`src/rtl/windowed_sample_capture.sv`:
```
// Multi-channel windowed capture buffer: skips D sample strobes after start,
// stores the next N strobes per channel, then streams the rows out over valid/ready.
module windowed_sample_capture #(
  parameter int W  = 16,
  parameter int CH = 2,
  parameter int N  = 6,
  parameter int D  = 3,
  parameter int CW = 16,
  localparam int IW = (N > 1) ? $clog2(N) : 1
) (
  input  logic            clk,
  input  logic            rst_n,
  input  logic            start,
  input  logic            abort,
  input  logic            sample_en,
  input  logic [CH*W-1:0] din,
  output logic [CH*W-1:0] rd_data,
  output logic            rd_valid,
  input  logic            rd_ready,
  output logic [IW-1:0]   rd_index,
  output logic            rd_last,
  output logic            busy,
  output logic            cap_done
);

  localparam int            DW       = CH * W;
  localparam logic [IW-1:0] LAST_IDX = IW'(N - 1);
  localparam logic [CW-1:0] D_LAST   = CW'((D > 0) ? (D - 1) : 0);

  typedef enum logic [1:0] {
    ST_IDLE    = 2'd0,
    ST_DELAY   = 2'd1,
    ST_CAPTURE = 2'd2,
    ST_READOUT = 2'd3
  } state_t;

  state_t        state_r, state_nxt_s;
  logic [CW-1:0] dcnt_r, dcnt_nxt_s;
  logic [IW-1:0] widx_r, widx_nxt_s;
  logic [IW-1:0] ridx_r, ridx_nxt_s;
  logic          wr_en_s;
  logic [DW-1:0] mem_r [N];
  logic [DW-1:0] row_nxt_s;
  logic          rd_valid_r, rd_last_r, busy_r, cap_done_r;
  logic [IW-1:0] rd_index_r;
  logic [DW-1:0] rd_data_r;

  assign rd_data  = rd_data_r;
  assign rd_valid = rd_valid_r;
  assign rd_index = rd_index_r;
  assign rd_last  = rd_last_r;
  assign busy     = busy_r;
  assign cap_done = cap_done_r;

  // Next-state, counter and write-enable decode; abort overrides everything.
  always_comb begin
    state_nxt_s = state_r;
    dcnt_nxt_s  = dcnt_r;
    widx_nxt_s  = widx_r;
    ridx_nxt_s  = ridx_r;
    wr_en_s     = 1'b0;
    if (abort) begin
      state_nxt_s = ST_IDLE;
      dcnt_nxt_s  = '0;
      widx_nxt_s  = '0;
      ridx_nxt_s  = '0;
    end else begin
      case (state_r)
        ST_IDLE: begin
          if (start) begin
            dcnt_nxt_s  = '0;
            widx_nxt_s  = '0;
            ridx_nxt_s  = '0;
            state_nxt_s = (D > 0) ? ST_DELAY : ST_CAPTURE;
          end else begin
            state_nxt_s = ST_IDLE;
          end
        end
        ST_DELAY: begin
          if (sample_en) begin
            dcnt_nxt_s = dcnt_r + CW'(1);
            if (dcnt_r == D_LAST) begin
              state_nxt_s = ST_CAPTURE;
              widx_nxt_s  = '0;
            end else begin
              state_nxt_s = ST_DELAY;
            end
          end else begin
            state_nxt_s = ST_DELAY;
          end
        end
        ST_CAPTURE: begin
          if (sample_en) begin
            wr_en_s = 1'b1;
            if (widx_r == LAST_IDX) begin
              state_nxt_s = ST_READOUT;
              widx_nxt_s  = '0;
              ridx_nxt_s  = '0;
            end else begin
              widx_nxt_s = widx_r + IW'(1);
            end
          end else begin
            state_nxt_s = ST_CAPTURE;
          end
        end
        ST_READOUT: begin
          if (rd_valid_r && rd_ready) begin
            if (ridx_r == LAST_IDX) begin
              state_nxt_s = ST_IDLE;
              ridx_nxt_s  = '0;
            end else begin
              ridx_nxt_s = ridx_r + IW'(1);
            end
          end else begin
            state_nxt_s = ST_READOUT;
          end
        end
        default: begin
          state_nxt_s = ST_IDLE;
          dcnt_nxt_s  = '0;
          widx_nxt_s  = '0;
          ridx_nxt_s  = '0;
        end
      endcase
    end
  end

  // Row about to be presented; bypass covers a row written in the same cycle (N == 1).
  always_comb begin
    row_nxt_s = mem_r[ridx_nxt_s];
    if (wr_en_s && (widx_r == ridx_nxt_s)) begin
      row_nxt_s = din;
    end else begin
      row_nxt_s = mem_r[ridx_nxt_s];
    end
  end

  // State, counters and registered readout outputs.
  always_ff @(posedge clk or negedge rst_n) begin
    if (!rst_n) begin
      state_r    <= ST_IDLE;
      dcnt_r     <= '0;
      widx_r     <= '0;
      ridx_r     <= '0;
      rd_valid_r <= 1'b0;
      rd_last_r  <= 1'b0;
      rd_index_r <= '0;
      rd_data_r  <= '0;
      busy_r     <= 1'b0;
      cap_done_r <= 1'b0;
    end else begin
      state_r    <= state_nxt_s;
      dcnt_r     <= dcnt_nxt_s;
      widx_r     <= widx_nxt_s;
      ridx_r     <= ridx_nxt_s;
      rd_valid_r <= (state_nxt_s == ST_READOUT);
      rd_last_r  <= (state_nxt_s == ST_READOUT) && (ridx_nxt_s == LAST_IDX);
      rd_index_r <= (state_nxt_s == ST_READOUT) ? ridx_nxt_s : '0;
      rd_data_r  <= (state_nxt_s == ST_READOUT) ? row_nxt_s : rd_data_r;
      busy_r     <= (state_nxt_s != ST_IDLE);
      cap_done_r <= (state_r == ST_CAPTURE) && (state_nxt_s == ST_READOUT);
    end
  end

  // Sample buffer; contents survive abort and are only overwritten by a new window.
  always_ff @(posedge clk or negedge rst_n) begin
    if (!rst_n) begin
      for (int i = 0; i < N; i++) begin
        mem_r[i] <= '0;
      end
    end else if (wr_en_s) begin
      mem_r[widx_r] <= din;
    end
  end

endmodule

```
`config.mk`:
```
export PLATFORM = sky130hd
export DESIGN_NAME = windowed_sample_capture
export DESIGN_NICKNAME = d
export VERILOG_FILES = /design/src/rtl/windowed_sample_capture.sv
export SDC_FILE = /design/constraint.sdc
export NUM_CORES = 1
export LEC_CHECK = 0
export ABC_AREA = 1
export CAP_MARGIN = 20
export CORE_MARGIN = 5
export CORE_UTILIZATION = 64
export CTS_CLUSTER_DIAMETER = 200
export DETAILED_ROUTE_END_ITERATION = 10
export PLACE_DENSITY = 0.85
export SKIP_CTS_REPAIR_TIMING = 1
export SYNTH_ARGS = -nofsm -noshare
export SYNTH_HDL_FRONTEND = slang
export SYNTH_SLANG_ARGS = --single-unit
```
`constraint.sdc`:
```
create_clock -name clk -period 4.58 [get_ports clk]
set_input_delay 0.687 -clock clk [delete_from_list [all_inputs] [get_ports clk]]
set_output_delay 0.687 -clock clk [all_outputs]
set_load 0.01 [all_outputs]
```
; After elaboration in Yosys (flattened, before gate mapping)
; Cells that the tools add are included.
[word_totals]
output_inout_bits = 39
inputBits = 38
regBits = 255
elab_cells = 86
[op_classes]
order_cmp = 3
n_reduce_logical = 11
add_sub_neg = 3
n_eq_ne = 13
mux = 38
n_bitwise = 2
[ops]
columns = op, n
row1 = 192-bit bitwise mux, 1
row2 = 32-bit two-way mux, 4
row3 = 32-bit binary-select mux with 3-bit select, 1
row4 = 32-bit demux with 3-bit select, 1
row5 = 16-bit two-way mux, 3
row6 = 3-bit two-way mux, 13
row7 = 16-bit one-hot mux with 2 select lines, 1
row8 = 3-bit one-hot mux with 3 select lines, 2
row9 = 16-bit by 1-bit adder with 16-bit output (second input constant), 1
row10 = 16-bit by 2-bit == test with 1-bit output (second input constant), 1
row11 = 2-bit two-way mux, 7
row12 = 3-bit inequality test (second input constant), 4
row13 = 3-bit == test (second input constant), 3
row14 = 4-bit greater-or-equal comparator (second input constant), 2
row15 = 3-bit inverter with 4-bit output, 2
row16 = 2-bit one-hot mux with 4 select lines, 1
row17 = 3-bit by 1-bit adder with 3-bit output (second input constant), 2
row18 = 2-bit == test (second input constant), 3
row19 = 1-bit logical AND, 5
row20 = 5-bit AND reduction, 1
row21 = 4-bit by 1-bit < comparator with 1-bit output (second input constant), 1
row22 = 1-bit two-way mux, 4
row23 = 4-bit nonzero test, 1
row24 = 3-bit == test, 1
row25 = other kinds (5), 5

; Longest topological paths before layout
; Gate-level depths: netlist of the first run.
[logic_depth]
ltp_word = 10
ltp_mapped = 16
ltp_nobuf = 14

; Least setup slack after synthesis of the first run
; No wires, ideal clock.
[synth_path]
path_kind = in2reg
startpoint = in sample_en
endpoint = reg rd_data_r[11], in the netlist rd_data[11]
required_time_ns = 4.463
path_slack_ns = 2.585
setup_ns = 0.117
path_buffers = 2
cell_stages = 15
arrival_ns = 1.877
cell_sequence = inv_2 nor2_1 nand2_1 nand2_1 nand3_2 nand2_2 buf_6 buf_2 nand2_1 o21ai_1 nand2_1 nand3_1 nand3_1 nand2_1 nand2_1
[synth_via]
elab_chain_len = 8
word_cells_on_any_way = 18
cone_classes = eq/ne: 2 / mux: 14 / bitwise: 1 / reduce/logical: 1
[synth_rtl]
columns = element, line
row1 = from (decl), 15  ; input logic sample_en,
row2 = 3-bit two-way mux, 93  ; if (sample_en) begin
row3 = 3-bit one-hot mux with 3 select lines, 68  ; case (state_r)
row4 = 3-bit two-way mux, 62  ; if (abort) begin
row5 = 3-bit inverter with 4-bit output (not written as such), 134  ; row_nxt_s = mem_r[ridx_nxt_s];
row6 = 32-bit binary-select mux with 3-bit select, 134
row7 = 32-bit two-way mux (not written as such) (2 in series), 134
row8 = 32-bit two-way mux, 131  ; if (wr_en_s && (widx_r == ridx_nxt_s)) begin
row9 = to (signal assigned), 159  ; rd_data_r <= (state_nxt_s == ST_READOUT) ? row_nxt_s : rd_data_r;
row10 = to (decl), 46  ; logic [DW-1:0] rd_data_r;
; Several ways; a longest one is shown, not always the timed one. The select of a mux whose other input is x is not followed.
; A chain may end at the register's enable or synchronous reset.

; Final worst setup path of the first run
[layout_path]
startpoint = in sample_en
endpoint = reg rd_data_r[17], in the netlist rd_data[17]
; Same word-level chain as after synthesis.

==> run metrics, run 1 <==
mean area per synthesized cell=7.94 um2; Seq pwr share=46.9%; sw frac=21.2%; Storage cell area=0.00638 mm2; vias in the first global route=9912; NetSw=1.04 mW; root buffer cell=clkbuf_16; Clock Power Share=49.2%; library cells used by synthesis=34; max_cap viols=0; share of cells above drive strength 1=5.96%; fin crit share=71.0%; cell internal pwr=3.86 mW; RSZ-0062 raised after global routing=false; DRC Markers=0; Worst Path Arrival=3720 ps; first-pass GRT wire length=49.3 mm; cell area after layout=0.0137 mm2; most frequent cells in the layout=nand2_1, dfrtp_1, o21ai_1, inv_1, o21ai_0; site row count=49; CP Data Required Time=5050 ps; ant diodes=0; gr ovfl total=0; area occupied by multi-input gates=0.00456 mm2; Final Net Count=1566; CTS tree=yes; status=finished clean; yosys warns=0; largest net degree at the start of global routing=129; Seq cells post-synth=255; final setup vio count=0; CTS sink cnt=255; Slew Viols, Final=0; CTS Buf Count=27; Max Fclk=0.307 GHz; Layout area overhead=15.9%; PD cells=358 mW/mm2; Critical Path Start Type=input port; R2R Path Start=widx_r[0]$_DFFE_PN0P_; Total Power=4.89 mW; most common cell after layout, fill and taps aside=nand2_1; non-filler instance count after layout=1773; Avg WL per Cell=16.4 um; drt total wl=29.0 mm; # H-tree levels=1; area of the core=0.0180 mm2; Placer Congestion=0.836; routed vias=10300; initial antenna violation count=0; Max FO, Critical Path=21; CTS Buffer Depth=3; Initial Util=65.3%; Comb pwr share=3.9%; Post-Syn Area=0.0118 mm2; hpwl dp=17.1 mm; Vert. Die Dim=146 um; nature of the critical path endpoint=flip-flop; Clock Skews=13.4 ps; minimum clock period after layout=3250 ps; leakage=6.65 nW; Worst-Margin Slew=966 ps; Initial DRT Pass Iterations=5; Slew headroom=35.6%; Iter 0 DRT Violations=871; Via-to-Cell Ratio=5.78; Clk pin slew, worst setup/hold paths=60 ps; Tot GR Track Use=27.3%; Core Util, Final=75.8%; post-route ant nets=0; io pins=77; Port Buffers=76; Clk Latency, worst-skew pair=530 ps; full die area=0.0212 mm2; Crit Path Category=input port to flip-flop; Worst Setup SP=sample_en; Mapped Nets=1524; placed inst area=0.0127 mm2; placed cells=1726; Gate Count Post-Synth=1484; maximum VDD drop=0.000352 V; fillers=1247; endpoints failing hold=0; Die X=146 um; path type of the worst min-delay path=input port to async pin; register area share after synthesis=54.2%; Setup TNS=0 ps
-- cells in the mapped netlist --
cell type	number	share of area [%]
nand3b_1	13	0.83
nand2_2	5	0.27
nand3_2	2	0.17
nand4_2	6	0.64
nor2_1	28	0.89
buf_4	2	0.13
o211ai_1	2	0.13
o21ai_1	139	5.9
nor3b_1	1	0.064
nand2_1	538	17
nand3_1	112	4.8
a21boi_0	2	0.13
clkinv_1	3	0.096
o21ai_0	119	5.1
dfrtp_1	255	54
a211oi_1	1	0.064
buf_6	4	0.38
or3_1	1	0.053
nor3_1	9	0.38
inv_1	127	4.0
nand4_1	3	0.16
a21oi_1	15	0.64
nor2_2	1	0.053
a21oi_4	1	0.14
clkbuf_1	48	1.5
ha_1	2	0.21
buf_1	5	0.16
nor2_4	2	0.19
inv_2	9	0.29
a221oi_1	1	0.074
nor4_1	2	0.11
o22ai_1	2	0.11
buf_2	23	0.98
o31ai_1	1	0.064
-- cells by family after synthesis --
group           Yosys count  share of synthesized area, %
compound gates          283                          12.3
fa+ha+maj                 2                         0.212
buf+inv                 221                          7.61
flops                   255                          54.2
simple gates            723                          25.7
-- through the flow --
step / hold WS [ps] / setup slack [ps]
final: 267 / 1330
after floorplan: 391 / 2590
after detailed placement: 464 / 885
after global routing: 349 / 1070
after global placement: 459 / 969
after CTS: 309 / 1390
-- cell type report --
cell class / instances / area share [%]
tap: 229 / 2.10
inverter: 139 / 3.82
sequential: 255 / 46.7
clock buffer: 35 / 5.61
clock inverter: 12 / 1.62
timing repair buffer: 95 / 6.74
multi-input combinational: 1008 / 33.4
-- flip-flops by register name, indices dropped and copies added (netlist names) --
name      flops
busy          1
cap_done      1
dcnt_r       16
mem_r       192
rd_data      32
rd_index      3
rd_last       1
rd_valid      1
ridx_r        3
state_r       2
widx_r        3
-- per-layer routing --
layer	up-vias	track usage [%]	share of wire [%]
met3	49	3.83	7.9
li1	4847	-	-
met2	454	45.5	49
met1	4905	38.2	41
met4	0	7.23	1.9
met5	-	0	0
-- power groups by stage --
stage          registers, mW  logic (mW)  clock network (mW)
6_report                2.29       0.192                2.41
3_3_place_gp            2.33       0.188                   0
5_1_grt                 2.30       0.220                2.53
2_1_floorplan           2.33      0.0833                   0
4_1_cts                 2.29       0.195                2.43
3_5_place_dp            2.33       0.192                   0
-- critical path, cell delays in order --
cell and delay [ps]:
clkdlybuf4s50_1 550, inv_2 70, nor2_1 90, nand2_1 120, nand2_1 120, nand3_2 360, nand2_1 200, nand2_2 100
nand2_2 370, nand2_1 90, nand2_1 90, nand3_2 240, buf_4 340, nand3_1 120, nand2_1 70, nand2_1 90
-- path summary, 6_finish.rpt --
check | cells past startpoint | end | slack (ps)
worst max-delay path | 16 | rd_data[17]$_DFFE_PN0P_ | 1330
worst min-delay path | 1 | mem_r[1]$_DFFE_PN0P_ | 270
worst max register to register | 15 | rd_data[17]$_DFFE_PN0P_ | 1480
worst min register to register | 2 | rd_data[1]$_DFFE_PN0P_ | 480
max in group asynchronous | 2 | mem_r[183]$_DFFE_PN0P_ | 3230
min in group clk | 2 | rd_data[1]$_DFFE_PN0P_ | 480
No activity file was read; power rests on OpenSTA's default activity.
==> inputs of run 2 (changes only) <==
--- a/config.mk
+++ b/config.mk
@@ -8,10 +8,10 @@
 export ABC_AREA = 1
 export CAP_MARGIN = 20
 export CORE_MARGIN = 5
-export CORE_UTILIZATION = 64
+export CORE_UTILIZATION = 54
 export CTS_CLUSTER_DIAMETER = 200
 export DETAILED_ROUTE_END_ITERATION = 10
-export PLACE_DENSITY = 0.85
+export PLACE_DENSITY = 0.77
 export SKIP_CTS_REPAIR_TIMING = 1
 export SYNTH_ARGS = -nofsm -noshare
 export SYNTH_HDL_FRONTEND = slang
==> constraint.sdc (replaced) <==
create_clock -name clk -period 2.65 [get_ports clk]
set_input_delay 0.3975 -clock clk [delete_from_list [all_inputs] [get_ports clk]]
set_output_delay 0.3975 -clock clk [all_outputs]
set_load 0.01 [all_outputs]
==> run 2 against run 1 <==
Hold slack improved by 140 ps. Routed wire length rose by 3.6%. Clock power rose by 70%. Clock skew fell by 1.9 ps. Sequential power rose by 73%. Sequential share of layout area fell by 1.4 points. Combinational power rose by 82%. Non-clock buffer count rose by 23. Critical path type is now flip-flop to flip-flop. Flip-flop and latch count did not move. Via count fell by 1.0%. Worst setup slack got worse by 1100 ps. Die area rose by 17%.
==> run metrics, run 2 (synthesized netlist as in run 1, its figures left out) <==
Seq pwr share=47.2% (+0.3 points); PD cells=597 mW/mm2 (+67%); most common cell after layout, fill and taps aside=nand2_1; RR Endpoint=rd_data[11]$_DFFE_PN0P_; cell area after layout=0.0141 mm2 (+3.1%); Die X=158 um (+8.3%); CTS sink cnt=255 (unchanged); worst setup margin=189 ps (-1140 ps); DRC Markers=0 (unchanged); Vert. Die Dim=158 um (+8.3%); Port Buffers=76 (unchanged); Core Util, Final=65.1% (-11 points); final setup vio count=0 (unchanged); status=finished clean; most frequent cells in the layout=nand2_1, dfrtp_1, o21ai_1, inv_1, o21ai_0; Setup Slack @ Placement=54.5 ps (-830 ps); Slew Viols, Final=0 (unchanged); Clock Skews=11.5 ps (-1.86 ps); endpoints failing hold=0 (unchanged); CTS Buf Count=28 (+3.7%); crit path cell chain=inv_1 > ha_1 > nand4_1 > nor4_1 > nand3b_1 > nand2_1 > nand4_2 > inv_2 > nand2_1 > nand2_1; Initial Util=54.5% (-11 points); cells on worst reg2reg path=10 (-5); Final Net Count=1590 (+1.5%); Worst Setup SP=dcnt_r[0]$_DFFE_PN0P_; Slew headroom=46.1% (+11 points); R2R Path Start=dcnt_r[0]$_DFFE_PN0P_; Layout area overhead=19.6%; Placer Congestion=0.888 (+6.2%); max FFs per register=192 (unchanged); drt total wl=30.1 mm (+3.6%); CTS tree=yes; placed inst area=0.0131 mm2 (+3.3%); routed vias=10200 (-1.0%); full die area=0.0249 mm2 (+17%); largest net degree at the start of global routing=76 (-41%); gr ovfl total=0 (unchanged); fin crit share=92.9%; Max Fclk=0.406 GHz; NetSw=1.81 mW (+74%); path type of the worst min-delay path=input port to async pin; share of cells above drive strength 1=7.39% (+1.4 points); Setup TNS=0 ps (unchanged); vias in the first global route=10100 (+1.8%); Crit Path Category=flip-flop to flip-flop; CP dominant cell by count=nand2_1; slowest stage delay, CP=610 ps (+60 ps); first-pass GRT wire length=50.6 mm (+2.6%); leakage=6.85 nW (+3.1%); fillers=1769 (+42%); area occupied by multi-input gates=0.00456 mm2 (unchanged); Comb pwr share=4.1% (+0.2 points); Avg WL per Cell=16.2 um (-0.67%); Critical Path Start Type=flip-flop; CTS Buffer Depth=3 (unchanged); area of the core=0.0216 mm2 (+20%); largest register by flop count=mem_r; Tot GR Track Use=24.9% (-2.4 points); Clock Power Share=48.7% (-0.5 points); io pins=77 (unchanged); Via-to-Cell Ratio=5.49 (-5.1%); Clk pin slew, worst setup/hold paths=60 ps (about the same); minimum clock period after layout=2460 ps; R2R setup slack=190 ps (-1290 ps); Max FO, Critical Path=33 (+57%); nature of the critical path endpoint=flip-flop; Worst Path Arrival=2930 ps (-790 ps); Clk Latency, worst-skew pair=540 ps (about the same); Worst-Margin Slew=807 ps (-159 ps); Iter 0 DRT Violations=856 (-1.7%); max_cap viols=0 (unchanged); CP Data Required Time=3120 ps (-1930 ps); Initial DRT Pass Iterations=5 (unchanged); initial antenna violation count=0 (unchanged); Storage cell area=0.00638 mm2 (unchanged); maximum VDD drop=0.000417 V (+18%); sw frac=21.5% (+0.33 points); ant diodes=0 (unchanged); Worst path slowest cell=inv_2; RSZ-0062 raised after global routing=false; hpwl dp=18.2 mm (+6.5%); post-route ant nets=0 (unchanged); # H-tree levels=1 (unchanged); site row count=54 (+10%); cell internal pwr=6.60 mW (+71%); root buffer cell=clkbuf_16
[run 2: stage by stage]
step           instances  total power, mW  hold slack (ps)
6_report            1850             8.41              410
5_1_grt             1850             8.70              435
4_1_cts             1849             8.47             -187
3_5_place_dp        1799             4.38              384
3_3_place_gp        1799             4.37              377
2_1_floorplan       1484             4.18              102
[run 2: worst max-delay path: cells and delay by family (launching register included)]
kind	cells	cell delay (ps)
simple gates	7	1110
buf+inv	2	690
flops	1	420
fa+ha+maj	1	150
[run 2: power by group through the flow]
stage,Combinational (mW),Sequential (mW),Clock (mW)
floorplan,0.144,4.03,0
finish,0.349,3.97,4.09
detailed placement,0.350,4.04,0
CTS,0.353,3.97,4.15
global route,0.400,3.97,4.34
global placement,0.341,4.03,0
[run 2: final cells by class]
type | count | share of cell area (%)
clock inverters | 9 | 0.897
well taps | 280 | 2.49
clock buffers | 41 | 6.11
repair buffers | 118 | 9.12
flip-flops and latches | 255 | 45.3
multi-input cells | 1008 | 32.4
inverters | 139 | 3.71
[run 2: layer usage]
layer / GRT usage [%] / wire [um] / vias to the layer above
met1: 34.9 / 13100 / 4871
met5: 0 / 0 / -
li1: - / - / 4886
met2: 40.5 / 14700 / 346
met3: 3.66 / 1800 / 48
met4: 7.78 / 541 / 0
[run 2: worst max path at each step]
stage / to / cells past startpoint
2_1_floorplan: rd_data[10]$_DFFE_PN0P_ / 11
3_3_place_gp: rd_data[21]$_DFFE_PN0P_ / 10
3_5_place_dp: rd_data[0]$_DFFE_PN0P_ / 14
4_1_cts: rd_data[11]$_DFFE_PN0P_ / 10
5_1_grt: rd_data[11]$_DFFE_PN0P_ / 10
6_report: rd_data[11]$_DFFE_PN0P_ / 10
